<file path="config.mk">
export PLATFORM = sky130hd
export DESIGN_NAME = swan_mode_ctrl
export DESIGN_NICKNAME = d
export VERILOG_FILES = /design/src/rtl/swan_mode_ctrl.sv
export SDC_FILE = /design/constraint.sdc
export NUM_CORES = 2
export LEC_CHECK = 0
export CAP_MARGIN = 20
export CORE_AREA = 8 8 453 455
export CTS_CLUSTER_DIAMETER = 150
export DETAILED_ROUTE_END_ITERATION = 12
export DIE_AREA = 0 0 461 463
export GPL_TIMING_DRIVEN = 0
export PLACE_DENSITY = 0.38
export REMOVE_ABC_BUFFERS = 1
export SYNTH_ARGS = -nofsm -noshare
export SYNTH_HDL_FRONTEND = slang
export SYNTH_SLANG_ARGS = --single-unit
export TNS_END_PERCENT = 30
</file>
<file path="constraint.sdc">
create_clock -name clk -period 3.2 [get_ports clk]
set_input_delay 0.96 -clock clk [delete_from_list [all_inputs] [get_ports clk]]
set_output_delay 0.96 -clock clk [all_outputs]
set_load 0.02 [all_outputs]
</file>
<file path="src/rtl/swan_mode_ctrl.sv">
// ---------------------------------------------------------------------------
// swan_mode_ctrl
//
// Block-mode wrapper around an external SWAN block cipher core. Accepts a
// stream of BLOCK_SIZE-bit blocks, runs each one through the core in ECB or
// CBC mode (encrypt or decrypt), and presents the results on an output stream.
// Exactly one block is in flight at any time.
//
// Ports
//   clk, rst                     clock, asynchronous active-low reset
//   msg_start                    begin a message (honoured only when idle)
//   cfg_cbc, cfg_dec             mode select, latched at message start
//   key_in, iv_in                key and CBC IV, latched at message start
//   din/din_valid/din_last/din_ready      input block stream
//   dout/dout_valid/dout_last/dout_ready  output block stream
//   core_key/core_dec/core_inp/core_start request to the cipher core
//   core_out/core_ready          result from the cipher core (ready = pulse)
//   busy                         high whenever a message is in progress
//   blk_cnt                      blocks delivered in the current message
// ---------------------------------------------------------------------------
module swan_mode_ctrl #(
    parameter int unsigned BLOCK_SIZE = 128,
    parameter int unsigned KEY_SIZE   = 256,
    parameter int unsigned CNT_W      = 16
) (
    input  logic                  clk,
    input  logic                  rst,
    input  logic                  msg_start,
    input  logic                  cfg_cbc,
    input  logic                  cfg_dec,
    input  logic [KEY_SIZE-1:0]   key_in,
    input  logic [BLOCK_SIZE-1:0] iv_in,
    input  logic [BLOCK_SIZE-1:0] din,
    input  logic                  din_valid,
    input  logic                  din_last,
    output logic                  din_ready,
    output logic [BLOCK_SIZE-1:0] dout,
    output logic                  dout_valid,
    output logic                  dout_last,
    input  logic                  dout_ready,
    output logic [KEY_SIZE-1:0]   core_key,
    output logic                  core_dec,
    output logic [BLOCK_SIZE-1:0] core_inp,
    output logic                  core_start,
    input  logic [BLOCK_SIZE-1:0] core_out,
    input  logic                  core_ready,
    output logic                  busy,
    output logic [CNT_W-1:0]      blk_cnt
);

    localparam logic [1:0] S_IDLE    = 2'd0;
    localparam logic [1:0] S_WAIT_IN = 2'd1;
    localparam logic [1:0] S_RUN     = 2'd2;
    localparam logic [1:0] S_HOLD    = 2'd3;

    logic [1:0]            state_q,  state_d;
    logic                  cbc_q,    cbc_d;
    logic                  dec_q,    dec_d;
    logic [KEY_SIZE-1:0]   key_q,    key_d;
    logic [BLOCK_SIZE-1:0] chain_q,  chain_d;
    logic [BLOCK_SIZE-1:0] saved_q,  saved_d;
    logic                  last_q,   last_d;
    logic [BLOCK_SIZE-1:0] inp_q,    inp_d;
    logic                  start_q,  start_d;
    logic [BLOCK_SIZE-1:0] dout_q,   dout_d;
    logic [CNT_W-1:0]      cnt_q,    cnt_d;

    always_comb begin
        state_d = state_q;
        cbc_d   = cbc_q;
        dec_d   = dec_q;
        key_d   = key_q;
        chain_d = chain_q;
        saved_d = saved_q;
        last_d  = last_q;
        inp_d   = inp_q;
        start_d = 1'b0;
        dout_d  = dout_q;
        cnt_d   = cnt_q;

        case (state_q)
            S_IDLE: begin
                if (msg_start) begin
                    cbc_d   = cfg_cbc;
                    dec_d   = cfg_dec;
                    key_d   = key_in;
                    chain_d = iv_in;
                    cnt_d   = '0;
                    state_d = S_WAIT_IN;
                end
            end
            S_WAIT_IN: begin
                if (din_valid) begin
                    saved_d = din;
                    last_d  = din_last;
                    // core input is computed from din directly; it equals
                    // saved ^ chain because saved is loaded on the same edge
                    inp_d   = (cbc_q && !dec_q) ? (din ^ chain_q) : din;
                    start_d = 1'b1;
                    state_d = S_RUN;
                end
            end
            S_RUN: begin
                if (core_ready) begin
                    dout_d = (cbc_q && dec_q) ? (core_out ^ chain_q) : core_out;
                    if (cbc_q) begin
                        chain_d = dec_q ? saved_q : core_out;
                    end
                    state_d = S_HOLD;
                end
            end
            S_HOLD: begin
                if (dout_ready) begin
                    if (cnt_q != '1) begin
                        cnt_d = cnt_q + 1'b1;
                    end
                    state_d = last_q ? S_IDLE : S_WAIT_IN;
                end
            end
            default: state_d = S_IDLE;
        endcase
    end

    always_ff @(posedge clk or negedge rst) begin
        if (!rst) begin
            state_q <= S_IDLE;
            cbc_q   <= 1'b0;
            dec_q   <= 1'b0;
            key_q   <= '0;
            chain_q <= '0;
            saved_q <= '0;
            last_q  <= 1'b0;
            inp_q   <= '0;
            start_q <= 1'b0;
            dout_q  <= '0;
            cnt_q   <= '0;
        end else begin
            state_q <= state_d;
            cbc_q   <= cbc_d;
            dec_q   <= dec_d;
            key_q   <= key_d;
            chain_q <= chain_d;
            saved_q <= saved_d;
            last_q  <= last_d;
            inp_q   <= inp_d;
            start_q <= start_d;
            dout_q  <= dout_d;
            cnt_q   <= cnt_d;
        end
    end

    assign din_ready  = (state_q == S_WAIT_IN);
    assign dout_valid = (state_q == S_HOLD);
    // last flag persists after the message ends; only expose it with valid data
    assign dout_last  = (state_q == S_HOLD) && last_q;
    assign dout       = dout_q;
    assign busy       = (state_q != S_IDLE);
    assign blk_cnt    = cnt_q;
    assign core_key   = key_q;
    assign core_dec   = dec_q;
    assign core_inp   = inp_q;
    assign core_start = start_q;

endmodule
</file>
* Yosys cells after proc, flatten, opt, wreduce, memory -nomap -nowiden
Cells that the tools add are included.
** Storage, ports and cells
- Bits in registers :: 790
- Bits in latches :: 0
- Bits in writable memories :: 0
- Bits in read-only memories :: 0
- Input port bits :: 649
- Output and inout bits :: 534
- Logic and storage cells :: 57
- Memories :: 0
** Operators by class
- Add/subtract/negate cells :: 1
- $mul :: 0
- Divide/modulo/power cells :: 0
- $lt $le $gt $ge :: 0
- Equal/unequal tests :: 10
- Shift operators :: 0
- Multiplexer cells :: 19
- Bitwise logic cells :: 2
- Reductions and logical operators :: 14
** Operators by type and width (number)
- $mux 128 :: 6
- $pmux 128 s2 :: 1
- $xor 128x128->128 :: 2
- $mux 16 :: 3
- $pmux 16 s2 :: 1
- $add 16x1->16 const B :: 1
- $ne 16x16->1 const B :: 1
- $reduce_and 4->1 :: 3
- $mux 2 :: 4
- $ne 2x2->1 const B :: 4
- $pmux 2 s4 :: 1
- $reduce_and 2->1 :: 3
- $reduce_bool 2->1 :: 3
- $eq 2x2->1 const B :: 2
- $ne 2x1->1 const B :: 2
- $logic_and 1x1->1 :: 3
- $mux 1 :: 3
- $eq 2x1->1 const B :: 1
- $logic_not 2->1 :: 1
- $logic_not 1->1 :: 1

* Longest topological paths before layout
- Depth after elaboration :: 4
- Gate-level depth with buffers :: 10
- Depth with buffers taken out :: 6

* Least setup slack after synthesis
No wires, ideal clock.
- Path type :: register -> output
- Start :: reg state_q[0]
- End :: out dout_last
- Arrival :: 1226 ps
- Data required time :: 2240 ps
- Slack :: 1014 ps
- Cell stages (with the launch flop) :: 4
- Buffers on the path :: 1
- Path through :: dfrtp_1 > ha_1 > buf_2 > and2_1
** Between the ends
- Longest elaborated chain between the ends :: 2
** Ends and longest elaborated chain
- start, declared :: RTL line 56 : logic [1:0] state_q, state_d;
- start signal, assigned :: RTL line 138 : state_q <= state_d;
- $eq 2x2->1
- via dout_valid :: RTL line 38 : output logic dout_valid,
- $logic_and 1x1->1 :: RTL line 155 : assign dout_last = (state_q == S_HOLD) && last_q;
- end, declared :: RTL line 39 : output logic dout_last,
The timed path passes the listed nets, and every way through them passes these cells.

* Worst setup path after layout
- Start :: reg state_q[0]
- End :: out busy
** Between the ends
- Longest elaborated chain between the ends :: 1
** Ends and longest elaborated chain
- $reduce_bool 2->1 :: RTL line 157 : assign busy = (state_q != S_IDLE);
- end, declared :: RTL line 47 : output logic busy,
No other way between the ends.

==> results by group <==
CTS
  • CTS tree: done
  • Clock transition at path regs: approximately 60 ps
  • Max clock buf depth: 3
  • CTS Sinks: 790
  • Root cell of the clock tree: clkbuf_16
  • Cts hold-fix bufs: 0
  • Clk_lat worst skew: approximately 750 ps
  • Htree depth: 3
  • Number of buffers created by CTS: 105

Worst setup path
  • Worst EP required: 2240 ps
  • Worst Path Arrival: between 2000 and 2500 ps
  • FF-to-FF setup slack: around 180 ps
  • CP startpoint kind: flip-flop
  • Crit. End Element: primary output
  • Crit path max fanout: 6
  • Crit Path Class: flip-flop to primary output

Synthesis
  • Avg Cell Area, Syn: approximately 10 µm²
  • Sequential area share after synthesis: 56.8%
  • Post-synth top area share: between 50 and 60%
  • Post-synth top cells: nand2_1 (911), dfrtp_1 (790), a21oi_1 (261)
  • Most common cell in the synthesized netlist: nand2_1
  • Synthesized cell area: 34800 µm²
  • Yosys reg bits: between 700 and 800
  • Post-synth EDFFs: 0
  • Largest cells by area after synthesis: dfrtp_1 (57%), nand2_1 (9.8%), mux2_2 (8.4%), xor2_1 (6.4%), a21oi_1 (3.8%)
  • Largest area contributor in the netlist: dfrtp_1
  • Number of distinct library cells after synthesis: 41
  • Mapped Cells: 3429
  • Synth Flop Type: dfrtp_1
  • Ys async rst share: between 90% and 100%
  • YS warnings: 0

STA
  • Skew final: about 33 ps
  • Least-Margin Pin Slew: around 940 ps
  • Max-slew headroom: 36.9%
  • Fmax: around 330 MHz
  • Fin. Hold Viols: 0
  • TNS Setup: 0 ps
  • RSZ-0062 raised after global routing: no
  • Fin crit share: 94.6%
  • Hold Slack: 256 ps
  • Final min period: 3030 ps
  • Final Setup Violations: 0
  • Slew Limit Fails: 0

Finish
  • Nets@finish: between 5k and 6k
  • Area grow syn2layout: 54.4%
  • Share of cells above drive strength 1: between 10% and 20%

Global route
  • Initial antenna violation count: roughly 150
  • GRT Total Usage: roughly 16%
  • Grt met1 use: between 15 and 20%
  • Largest net degree at the start of global routing: around 120
  • Met2 Resource Use GR: around 29%
  • GRT Max-Usage Layer: met2
  • M3 GR Usage: between 7 and 8%
  • First-pass GRT wire length: 250000 µm
  • Total gr overflow: 0
  • Vias in the first global route: roughly 30k

Routing
  • Routed vias/inst: between 3 and 4
  • DRT iter0 DRCs: 1261
  • Routed vias: 29.2k
  • Final ANT Viol Nets: 0
  • First-pass iteration count of the detailed router: 5
  • Routed wire length per instance: ~25 µm
  • Total Routed Length: ~180000 µm
  • Drt drc: 0

Run status
  • Status: complete, no violations

Placement
  • HPWL after detailed placement: about 140000 µm
  • Gpl congestion: between 0.8 and 0.9
  • # port buffers: approximately 1.2k

Die
  • Die W: around 460 µm
  • Chip height: 463 µm
  • Die Area: 213000 µm²
  • # rows: 164
  • Initial cell density of the core: around 18%
  • Io pins: approximately 1.2k
  • Area of the core: between 150000 and 200000 µm²

Power
  • Peak supply drop: 0.535 mV
  • Pwr dens: around 1100 nW/µm²
  • Pleak: roughly 22 nW

Job
  • Max-Cap Viols: 0

Hold path
  • Worst Hold Class: primary input to async pin
[cells in the final DEF, fill, tap and decap left out, drive strengths merged, types with 7 or more instances in the layout]
cell type         n
mux2i           128
clkdlybuf4s50  1176
nand4             7
inv               9
xor2            256
o21ai           261
nand2           911
clkbuf          155
a21oi           261
dfrtp           790
buf              46
nor2            258
o31ai            16
clkinv           25
mux2            259
diode            27
[cell type report]
class	instances	area, µm²
Fill cell	21100	144000
Sequential cell	790	19800
Multi-Input combinational cell	2412	14100
Timing Repair Buffer	1227	12900
Tap cell	2656	3320
Clock buffer	154	3040
Clock inverter	33	437
Antenna cell	27	67.6
Inverter	8	45.0
[where the power goes]
group          switching [mW]  internal, mW
Sequential               2.84          14.9
Clock                    5.05          7.00
Combinational            15.6          11.7
Total                    23.5          33.5
[kinds of logic (layout without fill, tap and decap cells)]
family                   after synthesis  count (layout)  synth area share (%)
XOR/XNOR                             256             256                  6.44
buffers and inverters                227            1422                  2.85
flip-flops                           790             790                  56.8
AND/OR/NAND/NOR                     1206            1206                  13.3
AO/OA/AOI/OAI                        558             558                  8.32
adder cells (fa/ha/maj)                5               5                 0.180
multiplexers                         387             387                  12.1
other                                  0              27                     0
[worst max-delay path, stage by stage, from the launching register on]
cell and delay [ps]:
dfrtp_1 480, inv_1 110, ha_1 330, inv_1 110
clkdlybuf4s15_2 310
[final timing paths]
check,startpoint,to,depth (start not counted)
worst min register to register,saved_q[69]$_DFFE_PN0P_,saved_q[69]$_DFFE_PN0P_,2
worst max register to register,core_dec$_DFFE_PN0P_,core_inp[91]$_DFFE_PN0P_,9
worst min-delay path,rst,core_inp[119]$_DFFE_PN0P_,1
min in group clk,saved_q[69]$_DFFE_PN0P_,saved_q[69]$_DFFE_PN0P_,2
worst max-delay path,state_q[0]$_DFFE_PN0P_,busy,4
max in group asynchronous,rst,core_dec$_DFFE_PN0P_,4
[what timing repair did]
action / in CTS / in global routing
endpoints found under the setup margin: 5 / 1
resized for setup: 10 / 1
setup buffers: 3 / 0
pin swaps: 0 / 0
[metrics by stage]
step	util [%]	instances	power, mW	setup WS (ps)	instance area [µm²]
3_5_place_dp	25.3	7090	45.7	-514	50100
4_1_cts	27.1	7280	58.4	19.7	53700
2_1_floorplan	-	3210	31.0	-8410	33800
3_3_place_gp	24.7	7048	41.8	-41500	49000
6_report	27.1	7307	57.0	172	53700
5_1_grt	27.1	7295	60.9	30.6	53700
[registers in the layout (all words and copies together), names as in the netlist]
| register | count |
|---|---|
| core_key | 256 |
| blk_cnt | 16 |
| core_dec | 1 |
| core_inp | 128 |
| state_q | 2 |
| cbc_q | 1 |
| core_start | 1 |
| saved_q | 128 |
| dout | 128 |
| last_q | 1 |
| chain_q | 128 |
[routing by layer]
metal	routed length [µm]	share of wire (%)
met4	6540	3.6
met1	66500	37
met2	89800	49
met5	474	0.26
met3	18700	10
Power figures use the tool's default switching activity.
